### src/rtl/wb_sequencer_if.sv
// Request/status and write-back control bundle between an instruction sequencer client
// and wb_sequencer. The slave modport is the sequencer side.
interface wb_sequencer_if;
    logic       req;
    logic [2:0] op;
    logic [4:0] in_rt;
    logic [4:0] in_rd;
    logic [4:0] in_rs;
    logic       mem_ready;
    logic       busy;
    logic       done;
    logic       err;
    logic [2:0] reg_dst;
    logic [1:0] wb_src;
    logic       reg_write;
    logic [4:0] dest_idx;

    modport slave (
        input  req, op, in_rt, in_rd, in_rs, mem_ready,
        output busy, done, err, reg_dst, wb_src, reg_write, dest_idx
    );

    modport master (
        output req, op, in_rt, in_rd, in_rs, mem_ready,
        input  busy, done, err, reg_dst, wb_src, reg_write, dest_idx
    );
endinterface

### src/rtl/wb_sequencer.sv
// Register write-back sequencer: IDLE -> (WAIT_MEM) -> WB1 -> (WB2 for POP).
// Optional macro WB_ZERO_GUARD_EN suppresses reg_write for writes to register index 0.
module wb_sequencer (
    input  logic               clk,
    input  logic               reset,
    wb_sequencer_if.slave      bus
);
    typedef enum logic [1:0] {
        S_IDLE     = 2'd0,
        S_WAIT_MEM = 2'd1,
        S_WB1      = 2'd2,
        S_WB2      = 2'd3
    } state_t;

    localparam logic [2:0] OP_RTYPE = 3'b000;
    localparam logic [2:0] OP_ITYPE = 3'b001;
    localparam logic [2:0] OP_LOAD  = 3'b010;
    localparam logic [2:0] OP_JAL   = 3'b011;
    localparam logic [2:0] OP_PUSH  = 3'b100;
    localparam logic [2:0] OP_POP   = 3'b101;
    localparam logic [2:0] OP_NOP   = 3'b110;

    localparam logic [2:0] DST_RT = 3'b000;
    localparam logic [2:0] DST_RD = 3'b001;
    localparam logic [2:0] DST_RS = 3'b010;
    localparam logic [2:0] DST_RA = 3'b011;
    localparam logic [2:0] DST_SP = 3'b100;

    localparam logic [1:0] SRC_ALU = 2'b00;
    localparam logic [1:0] SRC_MEM = 2'b01;
    localparam logic [1:0] SRC_PC4 = 2'b10;
    localparam logic [1:0] SRC_SPA = 2'b11;

    state_t     r_state;
    state_t     w_next_state;
    logic [2:0] r_op;
    logic [4:0] r_rt;
    logic [4:0] r_rd;
    logic [4:0] r_rs;
    logic [3:0] r_cnt;
    logic       r_nop_done;
    logic       r_err;

    logic       w_accept;
    logic       w_nop_done;
    logic       w_err_set;
    logic       w_wr;
    logic       w_done_wb;
    logic [2:0] w_reg_dst;
    logic [1:0] w_wb_src;
    logic [4:0] w_dest_idx;

    always_ff @(posedge clk or negedge reset) begin
        if (!reset) begin
            r_state    <= S_IDLE;
            r_op       <= 3'd0;
            r_rt       <= 5'd0;
            r_rd       <= 5'd0;
            r_rs       <= 5'd0;
            r_cnt      <= 4'd0;
            r_nop_done <= 1'b0;
            r_err      <= 1'b0;
        end else begin
            r_state    <= w_next_state;
            r_nop_done <= w_nop_done;
            r_err      <= w_err_set;
            if (w_accept) begin
                r_op <= bus.op;
                r_rt <= bus.in_rt;
                r_rd <= bus.in_rd;
                r_rs <= bus.in_rs;
            end
            // Held at zero outside WAIT_MEM, so every entry starts counting from 0.
            if (r_state == S_WAIT_MEM) r_cnt <= r_cnt + 4'd1;
            else                       r_cnt <= 4'd0;
        end
    end

    always_comb begin
        w_next_state = r_state;
        w_accept     = 1'b0;
        w_nop_done   = 1'b0;
        w_err_set    = 1'b0;
        w_wr         = 1'b0;
        w_done_wb    = 1'b0;
        w_reg_dst    = DST_RT;
        w_wb_src     = SRC_ALU;
        case (r_state)
            S_IDLE: begin
                if (bus.req) begin
                    w_accept = 1'b1;
                    case (bus.op)
                        OP_RTYPE, OP_ITYPE, OP_JAL:  w_next_state = S_WB1;
                        OP_LOAD, OP_POP, OP_PUSH:    w_next_state = S_WAIT_MEM;
                        OP_NOP:                      w_nop_done   = 1'b1;
                        default:                     w_err_set    = 1'b1;
                    endcase
                end
            end
            S_WAIT_MEM: begin
                // mem_ready wins over the timeout on the final count.
                if (bus.mem_ready) begin
                    w_next_state = S_WB1;
                end else if (r_cnt == 4'd15) begin
                    w_next_state = S_IDLE;
                    w_err_set    = 1'b1;
                end
            end
            S_WB1: begin
                w_wr      = 1'b1;
                w_done_wb = (r_op != OP_POP);
                w_next_state = (r_op == OP_POP) ? S_WB2 : S_IDLE;
                case (r_op)
                    OP_RTYPE: begin w_reg_dst = DST_RD; w_wb_src = SRC_ALU; end
                    OP_ITYPE: begin w_reg_dst = DST_RT; w_wb_src = SRC_ALU; end
                    OP_LOAD:  begin w_reg_dst = DST_RT; w_wb_src = SRC_MEM; end
                    OP_JAL:   begin w_reg_dst = DST_RA; w_wb_src = SRC_PC4; end
                    OP_PUSH:  begin w_reg_dst = DST_SP; w_wb_src = SRC_SPA; end
                    OP_POP:   begin w_reg_dst = DST_RT; w_wb_src = SRC_MEM; end
                    default: begin
                        w_wr      = 1'b0;
                        w_done_wb = 1'b0;
                    end
                endcase
            end
            S_WB2: begin
                w_wr         = 1'b1;
                w_done_wb    = 1'b1;
                w_reg_dst    = DST_SP;
                w_wb_src     = SRC_SPA;
                w_next_state = S_IDLE;
            end
            default: w_next_state = S_IDLE;
        endcase
    end

    always_comb begin
        w_dest_idx = 5'd0;
        if (w_wr) begin
            case (w_reg_dst)
                DST_RT:  w_dest_idx = r_rt;
                DST_RD:  w_dest_idx = r_rd;
                DST_RS:  w_dest_idx = r_rs;
                DST_RA:  w_dest_idx = 5'd31;
                DST_SP:  w_dest_idx = 5'd29;
                default: w_dest_idx = 5'd0;
            endcase
        end
    end

    assign bus.busy     = (r_state != S_IDLE);
    assign bus.done     = w_done_wb | r_nop_done;
    assign bus.err      = r_err;
    assign bus.reg_dst  = w_wr ? w_reg_dst : 3'd0;
    assign bus.wb_src   = w_wr ? w_wb_src  : 2'd0;
    assign bus.dest_idx = w_dest_idx;
`ifdef WB_ZERO_GUARD_EN
    assign bus.reg_write = w_wr && (w_dest_idx != 5'd0);
`else
    assign bus.reg_write = w_wr;
`endif

endmodule

### src/flat_wrapper.sv
// flat-port wrapper written by rule: the top's interface ports become plain ports
module wb_sequencer_flat 
  (clk, reset, bus_req, bus_op, bus_in_rt, bus_in_rd, bus_in_rs, bus_mem_ready, bus_busy, bus_done, bus_err, bus_reg_dst, bus_wb_src, bus_reg_write, bus_dest_idx);
  wb_sequencer_if bus_i ();
  input  logic clk;
  input  logic reset;
  input wire logic [$bits(bus_i.req)-1:0] bus_req;
  input wire logic [$bits(bus_i.op)-1:0] bus_op;
  input wire logic [$bits(bus_i.in_rt)-1:0] bus_in_rt;
  input wire logic [$bits(bus_i.in_rd)-1:0] bus_in_rd;
  input wire logic [$bits(bus_i.in_rs)-1:0] bus_in_rs;
  input wire logic [$bits(bus_i.mem_ready)-1:0] bus_mem_ready;
  output wire logic [$bits(bus_i.busy)-1:0] bus_busy;
  output wire logic [$bits(bus_i.done)-1:0] bus_done;
  output wire logic [$bits(bus_i.err)-1:0] bus_err;
  output wire logic [$bits(bus_i.reg_dst)-1:0] bus_reg_dst;
  output wire logic [$bits(bus_i.wb_src)-1:0] bus_wb_src;
  output wire logic [$bits(bus_i.reg_write)-1:0] bus_reg_write;
  output wire logic [$bits(bus_i.dest_idx)-1:0] bus_dest_idx;
  assign bus_i.req = bus_req;
  assign bus_i.op = bus_op;
  assign bus_i.in_rt = bus_in_rt;
  assign bus_i.in_rd = bus_in_rd;
  assign bus_i.in_rs = bus_in_rs;
  assign bus_i.mem_ready = bus_mem_ready;
  assign bus_busy = bus_i.busy;
  assign bus_done = bus_i.done;
  assign bus_err = bus_i.err;
  assign bus_reg_dst = bus_i.reg_dst;
  assign bus_wb_src = bus_i.wb_src;
  assign bus_reg_write = bus_i.reg_write;
  assign bus_dest_idx = bus_i.dest_idx;
  wb_sequencer u_core (.clk(clk), .reset(reset), .bus(bus_i));
endmodule
### config.mk
export PLATFORM = sky130hd
export DESIGN_NAME = wb_sequencer_flat
export DESIGN_NICKNAME = d
export VERILOG_FILES = /design/src/rtl/wb_sequencer_if.sv /design/src/rtl/wb_sequencer.sv /design/src/flat_wrapper.sv
export SDC_FILE = /design/constraint.sdc
export NUM_CORES = 1
export LEC_CHECK = 0
export ABC_AREA = 1
export BUFFER_PORTS_ARGS = -buffer_cell sky130_fd_sc_hd__buf_2
export CAP_MARGIN = 15
export CORE_MARGIN = 1
export CORE_UTILIZATION = 50
export DETAILED_ROUTE_END_ITERATION = 6
export PLACE_DENSITY_LB_ADDON = 0.05
export SYNTH_ARGS = -nofsm -noshare
export SYNTH_HDL_FRONTEND = slang
export SYNTH_SLANG_ARGS = --single-unit
### constraint.sdc
create_clock -name clk -period 2 [get_ports clk]
set_input_delay 0.1 -clock clk [delete_from_list [all_inputs] [get_ports clk]]
set_output_delay 0.1 -clock clk [all_outputs]
set_load 0.01 [all_outputs]
Word level (Yosys, flattened, before mapping)
Cells that the tools add are included.
{ "classes": {"add_sub_neg": 1, "mul": 0, "n_div": 0, "order_cmp": 0, "n_eq_ne": 23, "shifts": 0, "mux": 29, "bitwise_logic": 1, "n_reduce_logical": 11} }
{ "ops": {"columns": ["cell", "count"], "rows": [
  ["$pmux 5 s5", 1],
  ["$eq 3x2->1 const B", 6],
  ["$eq 3x3->1 const B", 6],
  ["$mux 1", 11],
  ["$mux 2", 5],
  ["$eq 3x1->1 const B", 3],
  ["$logic_not 3->1", 3],
  ["$ne 3x3->1 const B", 3],
  ["$pmux 3 s3", 1],
  ["$pmux 2 s2", 2],
  ["$pmux 2 s4", 1],
  ["$reduce_or 7->1", 1],
  ["$pmux 1 s2", 3],
  ["$pmux 2 s3", 1],
  ["$pmux 3 s2", 1],
  ["$reduce_or 3->1", 2],
  ["$reduce_or 6->1", 1],
  ["$mux 5", 1],
  ["$add 4x1->4 const B", 1],
  ["$eq 2x2->1 const B", 2],
  ["$eq 4x4->1 const B", 1],
  ["$mux 4", 1],
  ["$mux 3", 1],
  ["$reduce_and 3->1", 1],
  ["other kinds (6)", 6]
]} }
{ "word_totals": {"register_bits": 26, "latch_bits": 0, "mem_bits_rw": 0, "rom_bits": 0, "output_inout_bits": 14, "word_cells": 73, "n_memories": 0} }

Longest topological paths before layout
Gate-level depths: netlist (run 1).
{ "logic_depth": {"depth_word": 6, "mapped_depth": 7, "ltp_nobuf": 7} }

Least setup slack after synthesis (run 1)
OpenSTA, ideal clock, no wires.
{ "synth_path": {"path_kind": "register to output", "from": "register u_core.r_state[0]", "to": "output bus_dest_idx[1]", "t_arrival_ns": 1.245, "slack_ns": 0.655, "stages_incl_launch_ff": 6, "n_path_buf": 0, "cell_sequence": "dfrtp_1 inv_2 nand2_1 nor3_1 nor2_1 a21oi_1"} }
{ "synth_between": {"elab_chain_cells": 5, "word_cells_on_any_way": 11, "cone_classes": "6 x eq/ne; 4 x mux; 1 x reduce/logical"} }
{ "synth_rtl": {"columns": ["item", "line_no", "text"], "rows": [
  ["start: declaration", "wb_sequencer.sv:34", "state_t r_state;"],
  ["start signal: assignment", "wb_sequencer.sv:64", "r_state <= w_next_state;"],
  ["$eq 2x2->1", "wb_sequencer.sv:88", "case (r_state)"],
  ["$pmux 3 s2", "wb_sequencer.sv:88", null],
  ["$eq 3x3->1 (tied with other cells)", "wb_sequencer.sv:140", "case (w_reg_dst)"],
  ["$pmux 5 s5", "wb_sequencer.sv:140", null],
  ["$mux 5 (*)", "wb_sequencer.sv:139", "if (w_wr) begin"],
  ["end: declaration", "flat_wrapper.sv:19", "output wire logic [$bits(bus_i.dest_idx)-1:0] bus_dest_idx;"]
]} }
Mark *: on every way between the ends. The rest lies on a longest branch, timed or not.

Worst setup path after layout (run 1)
Ends and elaborated chain as after synthesis.

==> results.yml, run 1 <==
status:
  run_status: "finished, final reports clean"
finish:
  area_growth_pct: 26.53
  multi_input_area_um2: 495.5
  diodes: 0
  post_route_cells_drive_above_1_share_pct: 22.51
  postLayoutCoreUtil_pct: 69.55
  seqCellArea_um2: 525.5
  finish.net_count: 215
  number_of_fill_cells: 193
power:
  ir_worst_vdd_v: 0.0007303
  power_switching_mw: 0.7336
  power_report.internal_total_mw: 0.9426
  p_leak_nw: 0.7862
  netSwitchingFraction_pct: 43.77
  seqPwrFrac_pct: 41.4
  pwr_density_cell_nw_per_um2: 1180
  combinationalPowerShare_pct: 46.5
  pwr-share-clk_pct: 12.1
yosys:
  ys_warn_count: 0
  syn_avg_cell_area_um2: 7.583
  muxShareOfSynthArea_pct: 0
  gate_count_after_technology_mapping: 148
  synthDominantAreaCellType: "sky130_fd_sc_hd__dfrtp_1"
  synth.top_cells.by_count: "sky130_fd_sc_hd__nand2_1, sky130_fd_sc_hd__dfrtp_1, sky130_fd_sc_hd__nor2_1"
  post-synth-top-area-fraction_pct: 46.82
  ys_flop_type: "sky130_fd_sc_hd__dfrtp_1"
  yosys_register_bits: 21
  post_synth_num_cell_types: 19
  dominant_combinational_cell_family_by_area_after_synthesis: "simple AND/OR/NAND/NOR gates"
  synth.most_common_cell: "sky130_fd_sc_hd__nand2_1"
  synth_compound_gate_area_share_pct: 10.93
  synth_fa_ha_area_share_pct: 1.115
  mappedNetlistArea_um2: 1122
  synth_edf_count: 0
  async_flop_share_pct: 100.0
  synth-seq-area-share_pct: 46.82
  synth.area.top_cells: "sky130_fd_sc_hd__dfrtp_1, sky130_fd_sc_hd__nand2_1, sky130_fd_sc_hd__nor2_1, sky130_fd_sc_hd__inv_1, sky130_fd_sc_hd__o21ai_0"
  synth_simple_gate_area_share_pct: 31.33
  synth-xor-area-share_pct: 0.7804
  mappedNetlistNets: 171
global_route:
  antenna_found_initial: 0
  grt_pass1_wl_mm: 4.229
  groute.usage.overall_pct: 23.05
  grt_start_max_net_pins: 23
  global_route.overflow_total: 0
  vias_in_the_first_global_route: 1011
timing:
  final_max_slew_viol_count: 0
  shortest_clock_period_the_worst_path_allows_after_layout_ps: 1796
  clock.fmax_mhz: 556.8
  worst_slew_pin_slew_ps: 460.4
  relative_slew_margins_pct: 69.31
  report.final.setup_viol: 0
  final_hold_viols: 0
  rsz0062_at_grt: "false"
  total_negative_slack_for_setup_checks_ps: 0
  final_min_period_over_clock_period_pct: 89.80
  timing.clock.skew_ps: 4.310
drt:
  final_antenna_net_count: 0
  drt_iter0_drc: 28
  via_count: 1050
  drc_errors: 0
  route.detailed.vias_per_inst: 4.817
  dr.pass1.iters: 4
  routedWlPerCell_um: 10.65
  routed_wirelength_mm: 2.322
placed_design:
  dp.final_hpwl_mm: 1.676
  placement.io_buffers: 30
  place_congestion: 0.9357
critical_path:
  worstPathMaxFanout: 6
  critical_path.cell_chain: "inv_2 -> nand2_1 -> nor3_1 -> nor2_1 -> a21oi_1 -> buf_2"
  number_of_cells_on_the_critical_path: 6
  cp.arrival_ps: 1700
  worstPathRequired_ps: 1900
  type_of_the_worst_setup_path: "flop to primary output"
  timing.rr.start: "u_core.r_state[1]"
  critical_path_buf_inv_count: 2
  reg2reg_slack_ps: 630
  sort_of_element_at_the_start_of_the_critical_path: "flop"
  critical_path.top_delay_family: "simple AND/OR/NAND/NOR gates"
  worstReg2RegEnd: "u_core.bus.err"
  worst_reg2reg_path_length_in_cells: 5
  critical_path.endpoint_type: "primary output"
  crit_path_max_incr_delay_ps: 440
  library_cell_contributing_the_largest_single_delay_on_the_critical_path: "sky130_fd_sc_hd__dfrtp_1"
  cp-startpoint: "u_core.r_state[0]"
min_path:
  hp-start: "bus_mem_ready"
  min_delay_worst_type: "input port to flop"
  worstHoldEndpoint: "u_core.bus.err"
  whs_path_depth: 2
clock_tree:
  clockRootBuffer: "sky130_fd_sc_hd__clkbuf_4"
  cts_resized: 0
  cts-buffers-inserted: 3
  post_cts_buffers: 0
  cts-root-to-sink-buffers: 2
  h_tree_depth: 1
  cts_hold_repair.buffers: 11
  cts_tree: "done"
  cts.sinks: 21
  worstSkewPairLatency_ps: 300
  clk_transition_reported_paths_ps: 110
flow_run:
  max_cap_viol_count: 0
floorplanning:
  core_area_um2: 2042
  die-area_um2: 2438
  die-height_um: 49.38
  die_x_um: 49.38
  std_cell_rows: 16
  io-pin-count: 36
  floorplan.initialDensity_pct: 54.96
-- layer usage --
layer,share of wire (%),vias to the layer above,GRT usage [%]
met2,48,26,39.50
met1,46,471,28.83
met3,4.0,4,4.050
met4,1.6,0,8.571
met5,0,-,0
li1,-,549,-
-- metrics by stage --
step | cell area, um^2 | std cells | setup slack (ps) | power [mW] | hold WS, ps
after floorplan | 1122 | 148 | 654.8 | 1.260 | -195.6
after global placement | 1284 | 203 | 636.2 | 1.446 | 80.75
after detailed placement | 1284 | 203 | 589.1 | 1.470 | 83.05
after CTS | 1420 | 218 | 231.9 | 1.696 | 7.224
after global routing | 1420 | 218 | 88.40 | 1.844 | 9.631
final | 1420 | 218 | 204.1 | 1.676 | 21.33
-- cell usage in the layout (no fill, tap or decap), types with 2 or more instances in the layout --
master / instances
sky130_fd_sc_hd__dlygate4sd3_1: 11
sky130_fd_sc_hd__dfrtp_1: 21
sky130_fd_sc_hd__clkbuf_4: 3
sky130_fd_sc_hd__nand2_1: 43
sky130_fd_sc_hd__nor2_1: 21
sky130_fd_sc_hd__a21oi_1: 9
sky130_fd_sc_hd__inv_2: 3
sky130_fd_sc_hd__inv_1: 18
sky130_fd_sc_hd__buf_2: 30
sky130_fd_sc_hd__nand3_1: 8
sky130_fd_sc_hd__nand2_2: 2
sky130_fd_sc_hd__nor2_4: 2
sky130_fd_sc_hd__o21ai_0: 11
-- registers in the layout, summed over array words and instances (netlist names) --
| signal | cells |
|---|---|
| u_core.bus.err | 1 |
| u_core.r_rd | 5 |
| u_core.r_nop_done | 1 |
| u_core.r_rt | 5 |
| u_core.r_op | 3 |
| u_core.r_state | 2 |
| u_core.r_cnt | 4 |
-- worst register-to-register path, delay by kind of cell (launching register included) --
kind	cells	cell delay, ps
flip-flops	1	450
buffers and inverters	1	140
AND/OR/NAND/NOR	3	590
AO/OA/AOI/OAI	1	120
-- final cells by class --
cell class | instances | share of cell area [%]
sequential | 21 | 37.00
timing repair buffer | 41 | 18.33
tap | 27 | 2.379
inverter | 21 | 5.551
clock buffer | 4 | 1.850
multi-input combinational | 104 | 34.89
-- logic make-up (layout without fill, tap and decap cells) --
group                    after synthesis  count (layout)
flip-flops                            21              21
buffers and inverters                 23              66
XOR/XNOR                               1               1
adder cells (fa/ha/maj)                1               1
AND/OR/NAND/NOR                       80              80
AO/OA/AOI/OAI                         22              22
-- power by group through the flow --
stage	logic, mW	clock network (mW)	registers [mW]
after CTS	0.784	0.216	0.696
after global placement	0.749	0	0.696
after global routing	0.900	0.224	0.720
after floorplan	0.584	0	0.676
after detailed placement	0.765	0	0.706
final	0.779	0.203	0.695
-- worst max path at each step --
| stage | endpoint | slack, ps |
|---|---|---|
| floorplan | bus_dest_idx[1] | 650 |
| global placement | bus_dest_idx[1] | 640 |
| detailed placement | bus_dest_idx[1] | 590 |
| CTS | bus_dest_idx[1] | 230 |
| global route | bus_dest_idx[1] | 90 |
| finish | bus_dest_idx[1] | 200 |
Power figures use the tool's default switching activity.
==> inputs of run 2 (changes only) <==
--- a/config.mk
+++ b/config.mk
@@ -9,7 +9,7 @@
 export BUFFER_PORTS_ARGS = -buffer_cell sky130_fd_sc_hd__buf_2
 export CAP_MARGIN = 15
 export CORE_MARGIN = 1
-export CORE_UTILIZATION = 50
+export CORE_UTILIZATION = 49
 export DETAILED_ROUTE_END_ITERATION = 6
 export PLACE_DENSITY_LB_ADDON = 0.05
 export SYNTH_ARGS = -nofsm -noshare
==> constraint.sdc (replaced) <==
create_clock -name clk -period 2.02 [get_ports clk]
set_input_delay 0.101 -clock clk [delete_from_list [all_inputs] [get_ports clk]]
set_output_delay 0.101 -clock clk [all_outputs]
set_load 0.01 [all_outputs]
==> results.yml, run 2 (synthesized netlist as in run 1, its figures left out) <==
timing:
  finalWorstSetupSlack_ps: 311.4
  holdWs_ps: 7.906
  report.final.setup_viol: 0
  worst_slew_pin_slew_ps: 462.9
  rsz0062_at_grt: "false"
  final_hold_viols: 0
  timing.clock.skew_ps: 6.721
  final_max_slew_viol_count: 0
  relative_slew_margins_pct: 69.14
  clock.fmax_mhz: 585.3
  shortest_clock_period_the_worst_path_allows_after_layout_ps: 1709
  total_negative_slack_for_setup_checks_ps: 0
  final_min_period_over_clock_period_pct: 84.58
placed_design:
  placement.io_buffers: 30
  place_area_um2: 1284
  post-place-cells: 203
  dpl_worst_slack_ps: 649.6
  dp.final_hpwl_mm: 1.764
  place_congestion: 0.8274
critical_path:
  critical_path_buf_inv_count: 2
  worstPathRequired_ps: 1920
  cp.arrival_ps: 1610
  worstPathMaxFanout: 5
  sort_of_element_at_the_start_of_the_critical_path: "flop"
  critical_path.endpoint_type: "primary output"
  critical_path.top_delay_family: "simple AND/OR/NAND/NOR gates"
  type_of_the_worst_setup_path: "flop to primary output"
  library_cell_appearing_most_often_on_the_critical_path: "sky130_fd_sc_hd__nor2_1"
  library_cell_contributing_the_largest_single_delay_on_the_critical_path: "sky130_fd_sc_hd__dfrtp_1"
  critical_path.cell_chain: "inv_2 -> nor2_4 -> nand4_2 -> nor2_1 -> nor2_1 -> a21oi_1 -> buf_2"
  crit_path_max_incr_delay_ps: 460
drt:
  drt_iter0_drc: 19
  via_count: 1075
  dr.pass1.iters: 4
  drc_errors: 0
  routed_wirelength_mm: 2.402
  routedWlPerCell_um: 11.17
  route.detailed.vias_per_inst: 5.000
  final_antenna_net_count: 0
finish:
  biggestRegsByFlops: "u_core.r_rd x5, u_core.r_rt x5, u_core.r_cnt x4"
  mostFrequentLayoutCells: "sky130_fd_sc_hd__nand2_1, sky130_fd_sc_hd__buf_2, sky130_fd_sc_hd__nor2_1, sky130_fd_sc_hd__dfrtp_1, sky130_fd_sc_hd__inv_1"
  postLayoutCoreUtil_pct: 67.48
  most_common_library_cell_in_the_layout_ignoring_fill_and_taps: "sky130_fd_sc_hd__nand2_1"
  final_cells: 215
  post_route_cells_drive_above_1_share_pct: 23.40
  finish.net_count: 212
  area_growth_pct: 23.97
  layout.cell_area.non_filler_um2: 1391
  diodes: 0
global_route:
  antenna_found_initial: 0
  grt_pass1_wl_mm: 4.112
  global_route.overflow_total: 0
  grt_start_max_net_pins: 23
  vias_in_the_first_global_route: 968
  groute.usage.overall_pct: 21.73
floorplanning:
  die-height_um: 49.86
  std_cell_rows: 16
  die_x_um: 49.86
  io-pin-count: 36
  die-area_um2: 2486
  floorplan.initialDensity_pct: 54.43
  core_area_um2: 2062
clock_tree:
  cts_tree: "done"
  clk_transition_reported_paths_ps: 120
  worstSkewPairLatency_ps: 300
  cts-buffers-inserted: 3
  cts_resized: 0
  cts-root-to-sink-buffers: 2
  cts.sinks: 21
  clockRootBuffer: "sky130_fd_sc_hd__clkbuf_4"
  h_tree_depth: 1
min_path:
  min_delay_worst_type: "input port to flop"
flow_run:
  max_cap_viol_count: 0
power:
  power.total_mw: 1.663
  ir_worst_vdd_v: 0.0007397
  pwr_density_cell_nw_per_um2: 1195
  p_leak_nw: 0.7764
status:
  run_status: "finished, final reports clean"
## run 2: worst paths after layout
check / depth (start not counted) / to / start / slack [ps]
worst max-delay path: 7 / bus_dest_idx[1] / u_core.r_state[1] / 310
worst min-delay path: 3 / u_core.r_rt[2] / bus_in_rt[2] / 8
worst max register to register: 6 / u_core.r_rt[4] / u_core.r_state[0] / 640
worst min register to register: 1 / u_core.r_cnt[0] / u_core.r_cnt[0] / 470
min in group asynchronous: 2 / u_core.r_cnt[0] / reset / 290
max in group asynchronous: 2 / u_core.r_rt[0] / reset / 1410
## run 2: repair_timing
action / 4_1_cts / 5_1_grt
endpoints found under the hold margin: 27 / 1
hold buffers: 7 / 1
buffers inserted: 0 / 0
## run 2: worst min-delay path, delay by kind of cell
family / cells / cell delay [ps]
AND/OR/NAND/NOR: 2 / 100
buffers and inverters: 1 / 80
## run 2: report_power, final
part	leakage, nW	switching [mW]	internal, mW	total (mW)
logic	0.490	0.502	0.277	0.779
clock network	0.0177	0.127	0.0737	0.200
registers	0.269	0.107	0.576	0.683
## run 2: per-layer routing
layer	track usage (%)	routed length, um	share of wire (%)	vias to the layer above
li1	-	-	-	543
met1	29.62	1081	45	488
met2	36.26	1176	49	42
met3	2.778	130	5.4	2
met4	5.714	14	0.58	0
met5	0	0	0	-
## run 2: layout make-up
| type | instances | area [um^2] |
|---|---|---|
| Tap cell | 27 | 33.78 |
| Clock inverter | 1 | 5.005 |
| Clock buffer | 3 | 22.52 |
| Sequential cell | 21 | 525.5 |
| Fill cell | 182 | 670.6 |
| Timing Repair Buffer | 38 | 230.2 |
| Multi-Input combinational cell | 104 | 495.5 |
| Inverter | 21 | 78.83 |
